## config.mk

```make
export PLATFORM = sky130hd
export DESIGN_NAME = noc_cfg_master
export DESIGN_NICKNAME = d
export VERILOG_FILES = /design/src/rtl/noc_cfg_pkg.sv /design/src/rtl/noc_cfg_fifo.sv /design/src/rtl/noc_cfg_master.sv
export SDC_FILE = /design/constraint.sdc
export NUM_CORES = 1
export LEC_CHECK = 0
export ABC_CLOCK_PERIOD_IN_PS = 1600
export CAP_MARGIN = 0
export CORE_UTILIZATION = 50
export DETAILED_ROUTE_END_ITERATION = 8
export PLACE_DENSITY = 0.86
export SYNTH_ARGS = -nofsm -noshare
export SYNTH_HDL_FRONTEND = slang
export SYNTH_SLANG_ARGS = --single-unit
```

## constraint.sdc

```tcl
create_clock -name CLK -period 1.6 [get_ports CLK]
set_input_delay 0.24 -clock CLK [delete_from_list [all_inputs] [get_ports CLK]]
set_output_delay 0.24 -clock CLK [all_outputs]
set_load 0.03 [all_outputs]
```

## src/rtl/noc_cfg_pkg.sv

```systemverilog
// noc_cfg_pkg
// Shared types for the NoC router configuration master: port encoding,
// request command encoding, FSM state type, shadow-table entry and the
// packed request word stored in the request FIFO.
package noc_cfg_pkg;

  localparam int NUM_PORTS = 4;

  typedef enum logic [1:0] {
    PORT_A = 2'd0,
    PORT_B = 2'd1,
    PORT_C = 2'd2,
    PORT_D = 2'd3
  } port_e;

  localparam logic CMD_CONNECT    = 1'b0;
  localparam logic CMD_DISCONNECT = 1'b1;

  typedef enum logic [2:0] {
    S_IDLE,
    S_RST,
    S_CFG,
    S_LD,
    S_SETTLE,
    S_DONE
  } state_e;

  typedef struct packed {
    logic       valid;
    logic [1:0] in_port;
  } tbl_entry_t;

  typedef struct packed {
    logic  cmd;
    port_e src;
    port_e dst;
  } req_t;

endpackage

```

## src/rtl/noc_cfg_fifo.sv

```systemverilog
// noc_cfg_fifo
// Synchronous request FIFO with registered not_full/empty flags.
// Ports:
//   clk, rst        clock, asynchronous active-high reset
//   push, wdata     write strobe (ignored when full) and data
//   pop, rdata      read strobe (ignored when empty); rdata shows the head
//   not_full, empty registered occupancy flags
module noc_cfg_fifo #(
  parameter int DEPTH = 4,
  parameter int W     = 5
) (
  input  logic         clk,
  input  logic         rst,
  input  logic         push,
  input  logic [W-1:0] wdata,
  input  logic         pop,
  output logic [W-1:0] rdata,
  output logic         not_full,
  output logic         empty
);

  localparam int AW = $clog2(DEPTH);

  logic [W-1:0]  mem [DEPTH];
  logic [AW-1:0] wr_ptr;
  logic [AW-1:0] rd_ptr;
  logic [AW:0]   count;
  logic [AW:0]   count_nxt;
  logic          do_push;
  logic          do_pop;

  assign do_push = push && not_full;
  assign do_pop  = pop && !empty;
  assign rdata   = mem[rd_ptr];

  always_comb begin
    count_nxt = count;
    if (do_push && !do_pop)
      count_nxt = count + 1'b1;
    else if (!do_push && do_pop)
      count_nxt = count - 1'b1;
  end

  // Pointers wrap naturally because DEPTH is a power of two.
  always_ff @(posedge clk or posedge rst) begin
    if (rst) begin
      wr_ptr   <= '0;
      rd_ptr   <= '0;
      count    <= '0;
      not_full <= 1'b1;
      empty    <= 1'b1;
    end else begin
      if (do_push)
        wr_ptr <= wr_ptr + 1'b1;
      if (do_pop)
        rd_ptr <= rd_ptr + 1'b1;
      count    <= count_nxt;
      not_full <= (count_nxt != (AW+1)'(DEPTH));
      empty    <= (count_nxt == '0);
    end
  end

  always_ff @(posedge clk) begin
    if (do_push)
      mem[wr_ptr] <= wdata;
  end

endmodule

```

## src/rtl/noc_cfg_master.sv

```systemverilog
// noc_cfg_master
// Configuration initiator for the 4-port NoC router. Route requests are
// queued in a FIFO; connects become a CS/CNFG then CS/LOAD bus sequence
// followed by an optional settle wait, disconnects and clears update the
// shadow connection table and the per-output tristate enables en_o.
// Optional feature macro: NOC_CFG_CONFLICT_CHECK_EN (reject conflicting
// connects and disconnects of unrouted outputs with an err_o pulse).
// Ports:
//   CLK, RES_in                     clock, asynchronous active-high reset
//   req_valid_i/req_ready_o         request handshake
//   req_cmd_i, req_in_i, req_out_i  request command and port pair
//   clr_i                           router reset request pulse
//   CS, CNFG, LOAD, RES             router strobes
//   In_add, out_add                 router addresses
//   en_o                            router tristate enables
//   done_o, err_o, busy_o           completion/reject pulses, FSM busy
module noc_cfg_master
  import noc_cfg_pkg::*;
#(
  parameter int DEPTH         = 4,
  parameter int SETTLE_CYCLES = 2
) (
  input  logic       CLK,
  input  logic       RES_in,
  input  logic       req_valid_i,
  output logic       req_ready_o,
  input  logic       req_cmd_i,
  input  logic [1:0] req_in_i,
  input  logic [1:0] req_out_i,
  input  logic       clr_i,
  output logic       CS,
  output logic       CNFG,
  output logic       LOAD,
  output logic       RES,
  output logic [1:0] In_add,
  output logic [1:0] out_add,
  output logic [3:0] en_o,
  output logic       done_o,
  output logic       err_o,
  output logic       busy_o
);

  localparam int CNT_W = (SETTLE_CYCLES > 1) ? $clog2(SETTLE_CYCLES) : 1;
  localparam logic [CNT_W-1:0] SETTLE_INIT =
    CNT_W'((SETTLE_CYCLES > 0) ? SETTLE_CYCLES - 1 : 0);

  state_e           state;
  tbl_entry_t       tbl [NUM_PORTS];
  logic [CNT_W-1:0] settle_cnt;
  logic             clr_pend;
  logic             resp_done;
  req_t             wr_req;
  req_t             head;
  logic             fifo_empty;
  logic             clr_go;
  logic             pop;

  assign wr_req = '{cmd: req_cmd_i, src: port_e'(req_in_i), dst: port_e'(req_out_i)};
  assign clr_go = clr_pend || clr_i;
  assign pop    = (state == S_IDLE) && !clr_go && !fifo_empty;

  noc_cfg_fifo #(
    .DEPTH (DEPTH),
    .W     ($bits(req_t))
  ) u_fifo (
    .clk      (CLK),
    .rst      (RES_in),
    .push     (req_valid_i),
    .wdata    (wr_req),
    .pop      (pop),
    .rdata    (head),
    .not_full (req_ready_o),
    .empty    (fifo_empty)
  );

`ifdef NOC_CFG_CONFLICT_CHECK_EN
  logic conflict;
  logic resp_err;

  // Reject if the output is owned by another input, or the input already
  // drives a different output.
  always_comb begin
    conflict = tbl[head.dst].valid && (tbl[head.dst].in_port != head.src);
    for (int o = 0; o < NUM_PORTS; o++) begin
      if ((o[1:0] != head.dst) && tbl[o].valid && (tbl[o].in_port == head.src))
        conflict = 1'b1;
    end
  end

  always_ff @(posedge CLK or posedge RES_in) begin
    if (RES_in)
      err_o <= 1'b0;
    else
      err_o <= resp_err;
  end
`else
  assign err_o = 1'b0;
`endif

  always_ff @(posedge CLK or posedge RES_in) begin
    if (RES_in) begin
      state      <= S_IDLE;
      CS         <= 1'b0;
      CNFG       <= 1'b0;
      LOAD       <= 1'b0;
      RES        <= 1'b0;
      In_add     <= '0;
      out_add    <= '0;
      en_o       <= '0;
      done_o     <= 1'b0;
      busy_o     <= 1'b0;
      clr_pend   <= 1'b0;
      resp_done  <= 1'b0;
      settle_cnt <= '0;
      for (int i = 0; i < NUM_PORTS; i++)
        tbl[i] <= '0;
`ifdef NOC_CFG_CONFLICT_CHECK_EN
      resp_err   <= 1'b0;
`endif
    end else begin
      CS        <= 1'b0;
      CNFG      <= 1'b0;
      LOAD      <= 1'b0;
      RES       <= 1'b0;
      // IDLE-side completions are reported one cycle after the pop.
      done_o    <= resp_done;
      resp_done <= 1'b0;
`ifdef NOC_CFG_CONFLICT_CHECK_EN
      resp_err  <= 1'b0;
`endif
      // A clear arriving mid-sequence waits; one arriving during RST is absorbed.
      if (clr_i && (state != S_IDLE) && (state != S_RST))
        clr_pend <= 1'b1;

      case (state)
        S_IDLE: begin
          if (clr_go) begin
            state    <= S_RST;
            CS       <= 1'b1;
            RES      <= 1'b1;
            busy_o   <= 1'b1;
            clr_pend <= 1'b0;
            en_o     <= '0;
            for (int i = 0; i < NUM_PORTS; i++)
              tbl[i] <= '0;
          end else if (!fifo_empty) begin
            if (head.cmd == CMD_DISCONNECT) begin
`ifdef NOC_CFG_CONFLICT_CHECK_EN
              if (!tbl[head.dst].valid) begin
                resp_err <= 1'b1;
              end else begin
                tbl[head.dst]  <= '0;
                en_o[head.dst] <= 1'b0;
                resp_done      <= 1'b1;
              end
`else
              tbl[head.dst]  <= '0;
              en_o[head.dst] <= 1'b0;
              resp_done      <= 1'b1;
`endif
            end
`ifdef NOC_CFG_CONFLICT_CHECK_EN
            else if (conflict) begin
              resp_err <= 1'b1;
            end
`endif
            else begin
              state   <= S_CFG;
              CS      <= 1'b1;
              CNFG    <= 1'b1;
              In_add  <= head.src;
              out_add <= head.dst;
              busy_o  <= 1'b1;
            end
          end
        end

        S_RST: begin
          state  <= S_IDLE;
          done_o <= 1'b1;
          busy_o <= 1'b0;
        end

        S_CFG: begin
          state <= S_LD;
          CS    <= 1'b1;
          LOAD  <= 1'b1;
        end

        // LD and SETTLE share the exit into DONE; the table and enable are
        // updated on that edge so en_o is visible together with done_o.
        S_LD, S_SETTLE: begin
          if ((state == S_LD) && (SETTLE_CYCLES != 0)) begin
            state      <= S_SETTLE;
            settle_cnt <= SETTLE_INIT;
          end else if ((state == S_SETTLE) && (settle_cnt != '0)) begin
            settle_cnt <= settle_cnt - 1'b1;
          end else begin
            state         <= S_DONE;
            done_o        <= 1'b1;
            tbl[out_add]  <= '{valid: 1'b1, in_port: In_add};
            en_o[out_add] <= 1'b1;
          end
        end

        S_DONE: begin
          state  <= S_IDLE;
          busy_o <= 1'b0;
        end

        default: begin
          state  <= S_IDLE;
          busy_o <= 1'b0;
        end
      endcase
    end
  end

endmodule

```

After elaboration in Yosys (flattened, before gate mapping)
Memories as Yosys holds them, arrays and structs flattened. Index checks and enable logic that the tools add are counted.

Add/subtract/negate cells: 5. Magnitude comparators: 4. Eq/ne operators: 12. Mux-type cells: 45. Bitwise gates (word level): 7. Reductions and logical operators: 28.

Operators with widths (count): 1-bit 2-to-1 mux (26); 3-bit 2-to-1 mux (7); 4-bit 2-to-1 mux (5); 3-bit inequality test (second input constant) (5); 1-bit logical AND (11); 3-bit one-hot mux with 3 select lines (1); 4-bit one-hot mux with 2 select lines (1); 3-bit by 2-bit equality test with 1-bit output (second input constant) (2); 3-bit logical NOT (2); 2-bit by 3-bit less-than comparator with 1-bit output (second input constant) (2); 1-bit one-hot mux with 2 select lines (3); 3-bit AND reduction (2); 5-bit AND reduction (1); 2-bit by 1-bit adder with 2-bit output (second input constant) (2); 4-bit AND (1); 1-bit demux with 2-bit select (2); 2-bit by 1-bit >= comparator with 1-bit output (second input constant) (2); 1-bit logical NOT (4); 2-bit inequality test (second input constant) (2); 1-bit NOT (4); 4-bit NOT (1); 4-bit OR (1); 4-bit AND reduction (1); 2-bit nonzero test (2); 11 further kinds (11).

Bits in registers: 29. Memory bits (writable): 20. Input bits: 9. Output and inout bits: 16. Logic and storage cells: 120. Memories kept: 1.

Memories: u_fifo.mem (words 4, width 5, read ports 1, clocked after Yosys merged registers in 0, wr ports 1, line noc_cfg_fifo.sv:24) `logic [W-1:0] mem [DEPTH];`.

Logic depth before layout (Yosys ltp)
An unclocked memory read counts as a cell.

Depth after elaboration: 11. Gate-level depth with buffers: 5. Depth with buffers taken out: 5.

Modules after synthesis
From an unflattened synthesis, not the netlist that was laid out.

Cell total of the unflattened synthesis: 168. Area, all modules: 2240.9 µm².

Modules (own cells, without submodules): noc_cfg_fifo (instances 1, cells each 80, area an instance 1295.0 µm², sequential area each 828.3 µm²); noc_cfg_master (instances 1, cells each 88, area an instance 945.9 µm², sequential area each 500.5 µm²).

Worst setup path after synthesis
Ideal clock, no wire load.

Path kind: register to register. Start: register u_fifo.rd_ptr[0]. End: register In_add[0]. Library setup time: 0.125 ns. Arrival time: 1.471 ns. Data required time: 1.475 ns. Slack: 0.004 ns. Stages on the path, launching flop included: 5. Path buffers: 1. Period minus slack after synthesis: 1.596 ns. Cells stage by stage: dfrtp_1 > buf_6 > mux4_2 > nor2_4 > mux2_2.

Cells in the longest elaborated chain, start to end: 3.

Ends and longest elaborated chain: start, declared (line noc_cfg_fifo.sv:26) `logic [AW-1:0] rd_ptr;`; start signal, assigned (line noc_cfg_fifo.sv:56) `rd_ptr <= rd_ptr + 1'b1;`; memory 4 x 5 bit (*); 1-bit NOT (no source line); 4-bit AND reduction (no source line); end signal, assigned (line noc_cfg_master.sv:171) `In_add <= head.src;`; end, declared (line noc_cfg_master.sv:35) `output logic [1:0] In_add,`.

Mark *: on every way between the ends. The rest lies on a longest branch, timed or not. A chain may end at the register's enable or synchronous reset.

Worst setup path in the final report
Ends and elaborated chain as after synthesis.

==> run_results.csv <==
group,metric,value,unit
run_status,status,"finished with violations",
run_status,violations,"negative setup slack",
layout,post-route-util,0.687,
route,postRouteAntennaNets,0,
logic_synthesis,synth_area,2210,µm²
logic_synthesis,ys_top_cells_by_count,"dfrtp_1 (27), edfxtp_1 (20), nor2_1 (10)",
power,peakVddDrop,0.951,mV
timing,slew_viol_final,0,
timing,skew,0.00769,ns
floorplan,num_rows,23,
logic_synthesis,syn_inst,165,
placed_design,portBuffers,23,
layout,area_growth_syn_to_layout,27.7,%
clocking,clkLatencyLatePin,0.30,ns
timing,final_hold_viol_count,0,
logic_synthesis,yosysTopAreaCellShare,0.305,
global_routing,grt_pass1_wl,7290,µm
clocking,cts_tree,"built",
global_routing,track_usage,0.220,
timing,fin_crit_sh,1.03,
power,p_total,5.71,mW
power,leakage,1.18,nW
layout,drive_gt1_frac,0.296,
timing,rsz0062_at_grt,"true",
clocking,clockBufferDepth,2,
timing,worst_slack,-0.0469,ns
power,switchingPower,2.25,mW
placed_design,place_congestion,0.854,
logic_synthesis,avgSynthCellArea,13.4,µm²
placed_design,dp_hpwl,3210,µm
power,power_density,2020,nW/µm²
logic_synthesis,synthMostInstantiatedCell,"dfrtp_1",
power,p_int,3.46,mW
layout,antenna_cells,0,
logic_synthesis,synth.distinct_cells,46,
floorplan,start_util,0.538,
critical_path,crit_type,"reg -> reg",
logic_synthesis,synth_edf_count,20,
timing,setup_viol,7,
logic_synthesis,synthFlopType,"dfrtp_1",
critical_path,cp.required,1.80,ns
clocking,cts.sinks,49,
route,via_count,1523,
critical_path,cp.arrival,1.84,ns
layout,fillers,274,
critical_path,cp-end-kind,"register",
floorplan,ioPinCount,25,
global_routing,grt_overflow,0,
power,pwr-share-clk,0.129,
hold_path,min_path_type,"in -> async",
clocking,cts_root_buffer,"clkbuf_8",
layout,nNetsFinal,230,
floorplan,dieArea,4700,µm²
critical_path,start_kind,"register",
global_routing,grt_max_degree,30,
route,viasPerCell,5.73,
logic_synthesis,yosysWarnings,0,
timing,fmax,607,MHz
floorplan,die_x,68.5,µm
logic_synthesis,yosysSeqAreaShare,0.600,
global_routing,grt_pass1_vias,1547,
logic_synthesis,synth_top_cell_by_area,"dfrtp_1",
power,switching_share,0.394,
logic_synthesis,synth.ff_latch_count,49,
critical_path,ff2ff_path_depth,3,
floorplan,die_height,68.5,µm
logic_synthesis,synthArstFlopShare,0.592,
power,combPwrFrac,0.507,
route,detail_route.wl_per_cell,17.2,µm
power,p_seq_frac,0.364,
critical_path,critPathMaxFanout,5,
route,drc_errors,0,
floorplan,core,4120,µm²
route,first_pass_iters,4,
global_routing,antenna_found_initial,0,
timing,finalCriticalPeriod,1.65,ns
logic_synthesis,synth_nets,180,
logic_synthesis,synth.area.top_cells,"dfrtp_1 (31%), edfxtp_1 (27%), mux4_1 (4.7%)",
clocking,cts_max_level,2,
run,drv_cap,0,
route,routed_wl,4580,µm
clocking,cts_buffers,5,
clocking,path_clk_slew,0.09,ns
route,drtIter0Drc,128,
-- worst paths after layout --
kind / startpoint / end / slack [ns]
max: u_fifo.rd_ptr[0] / In_add[0] / -0.05
min: RES_in / state[1] / 0.29
max reg2reg: u_fifo.rd_ptr[0] / In_add[0] / -0.05
min reg2reg: resp_done / done_o / 0.45
max in group asynchronous: RES_in / u_fifo.empty / 1.00
min in group CLK: clr_i / resp_done / 0.40
-- per-layer routing --
layer / vias to the layer above / global-route usage / part of all wire / wire, µm
li1: 714 / - / - / -
met1: 748 / 0.262 / 0.40 / 1820
met2: 48 / 0.379 / 0.53 / 2430
met3: 13 / 0.0411 / 0.042 / 193
met4: 0 / 0.109 / 0.030 / 138
met5: - / 0 / 0 / 0
-- logic make-up (layout without fill, tap and decap cells) --
kind of cell / Yosys count / in the layout / share of synthesized area
compound gates: 33 / 33 / 0.105
xor+xnor: 4 / 4 / 0.0158
fa+ha+maj: 6 / 6 / 0.0339
buf+inv: 13 / 64 / 0.0277
flops: 49 / 49 / 0.600
mux: 13 / 13 / 0.0978
other cells: 1 / 1 / 0.00169
simple gates: 46 / 46 / 0.118
-- cell usage in the layout, fill, tap and decap left out, types with 3 or more instances in the layout --
| cell type | count |
|---|---|
| a21oi_2 | 3 |
| dlygate4sd2_1 | 9 |
| and3_1 | 5 |
| dfrtp_1 | 24 |
| o211ai_1 | 3 |
| mux2_2 | 4 |
| nand2_1 | 6 |
| a21oi_1 | 7 |
| xnor2_1 | 4 |
| dfrtp_2 | 3 |
| o21ai_0 | 4 |
| clkdlybuf4s50_1 | 12 |
| buf_4 | 25 |
| mux2_4 | 3 |
| nand2b_1 | 3 |
| a41oi_2 | 4 |
| ha_1 | 6 |
| inv_1 | 7 |
| nor2_1 | 10 |
| clkbuf_8 | 6 |
| nand3_1 | 6 |
| edfxtp_1 | 20 |
| mux4_2 | 3 |
-- registers in the layout, indices dropped and copies added, names as in the netlist, 2 cells and up --
register / cells
out_add: 2
u_fifo.count: 3
In_add: 2
state: 3
u_fifo.wr_ptr: 2
u_fifo.mem: 20
en_o: 4
u_fifo.rd_ptr: 2
-- per-stage QoR --
stage / TNS [ns] / area, µm² / instances / hold slack, ns / setup slack [ns]
after floorplan: 0 / 2210 / 165 / 0.313 / 0.00407
after global placement: -2.87 / 2610 / 251 / 0.431 / -0.285
after detailed placement: -3.96 / 2610 / 251 / 0.429 / -0.371
after CTS: -0.0982 / 2730 / 263 / 0.310 / -0.0407
after global routing: -0.671 / 2830 / 266 / 0.326 / -0.0818
final: -0.154 / 2830 / 266 / 0.294 / -0.0469
-- critical path, cell delays in order, from the launching register on --
cell,delay [ns]
dfrtp_2,0.41
mux4_2,0.58
nor2_4,0.19
mux2_2,0.36
-- power by group through the flow --
stage	combinational (mW)	clock [mW]	sequential [mW]
2_1_floorplan	1.41	0	2.29
3_3_place_gp	2.47	0	2.02
3_5_place_dp	2.63	0	2.06
4_1_cts	2.69	0.745	2.04
5_1_grt	3.14	0.800	2.12
6_report	2.89	0.736	2.08
-- layout make-up --
| cell class | instances | area, µm² | share of cell area |
|---|---|---|---|
| inverters | 7 | 26.3 | 0.00930 |
| clock buffers | 6 | 82.6 | 0.0292 |
| repair buffers | 49 | 423 | 0.150 |
| clock inverters | 2 | 8.76 | 0.00310 |
| well taps | 50 | 62.6 | 0.0221 |
| flip-flops and latches | 49 | 1330 | 0.471 |
| multi-input cells | 103 | 891 | 0.315 |
-- timing repair --
action                     4_1_cts  5_1_grt
setup endpoints to repair       17       17
resized for setup               14       18
setup buffers                    4        3
hold buffers                     0        0
pin swaps                        1        8
(Power assumes the default switching activity.)
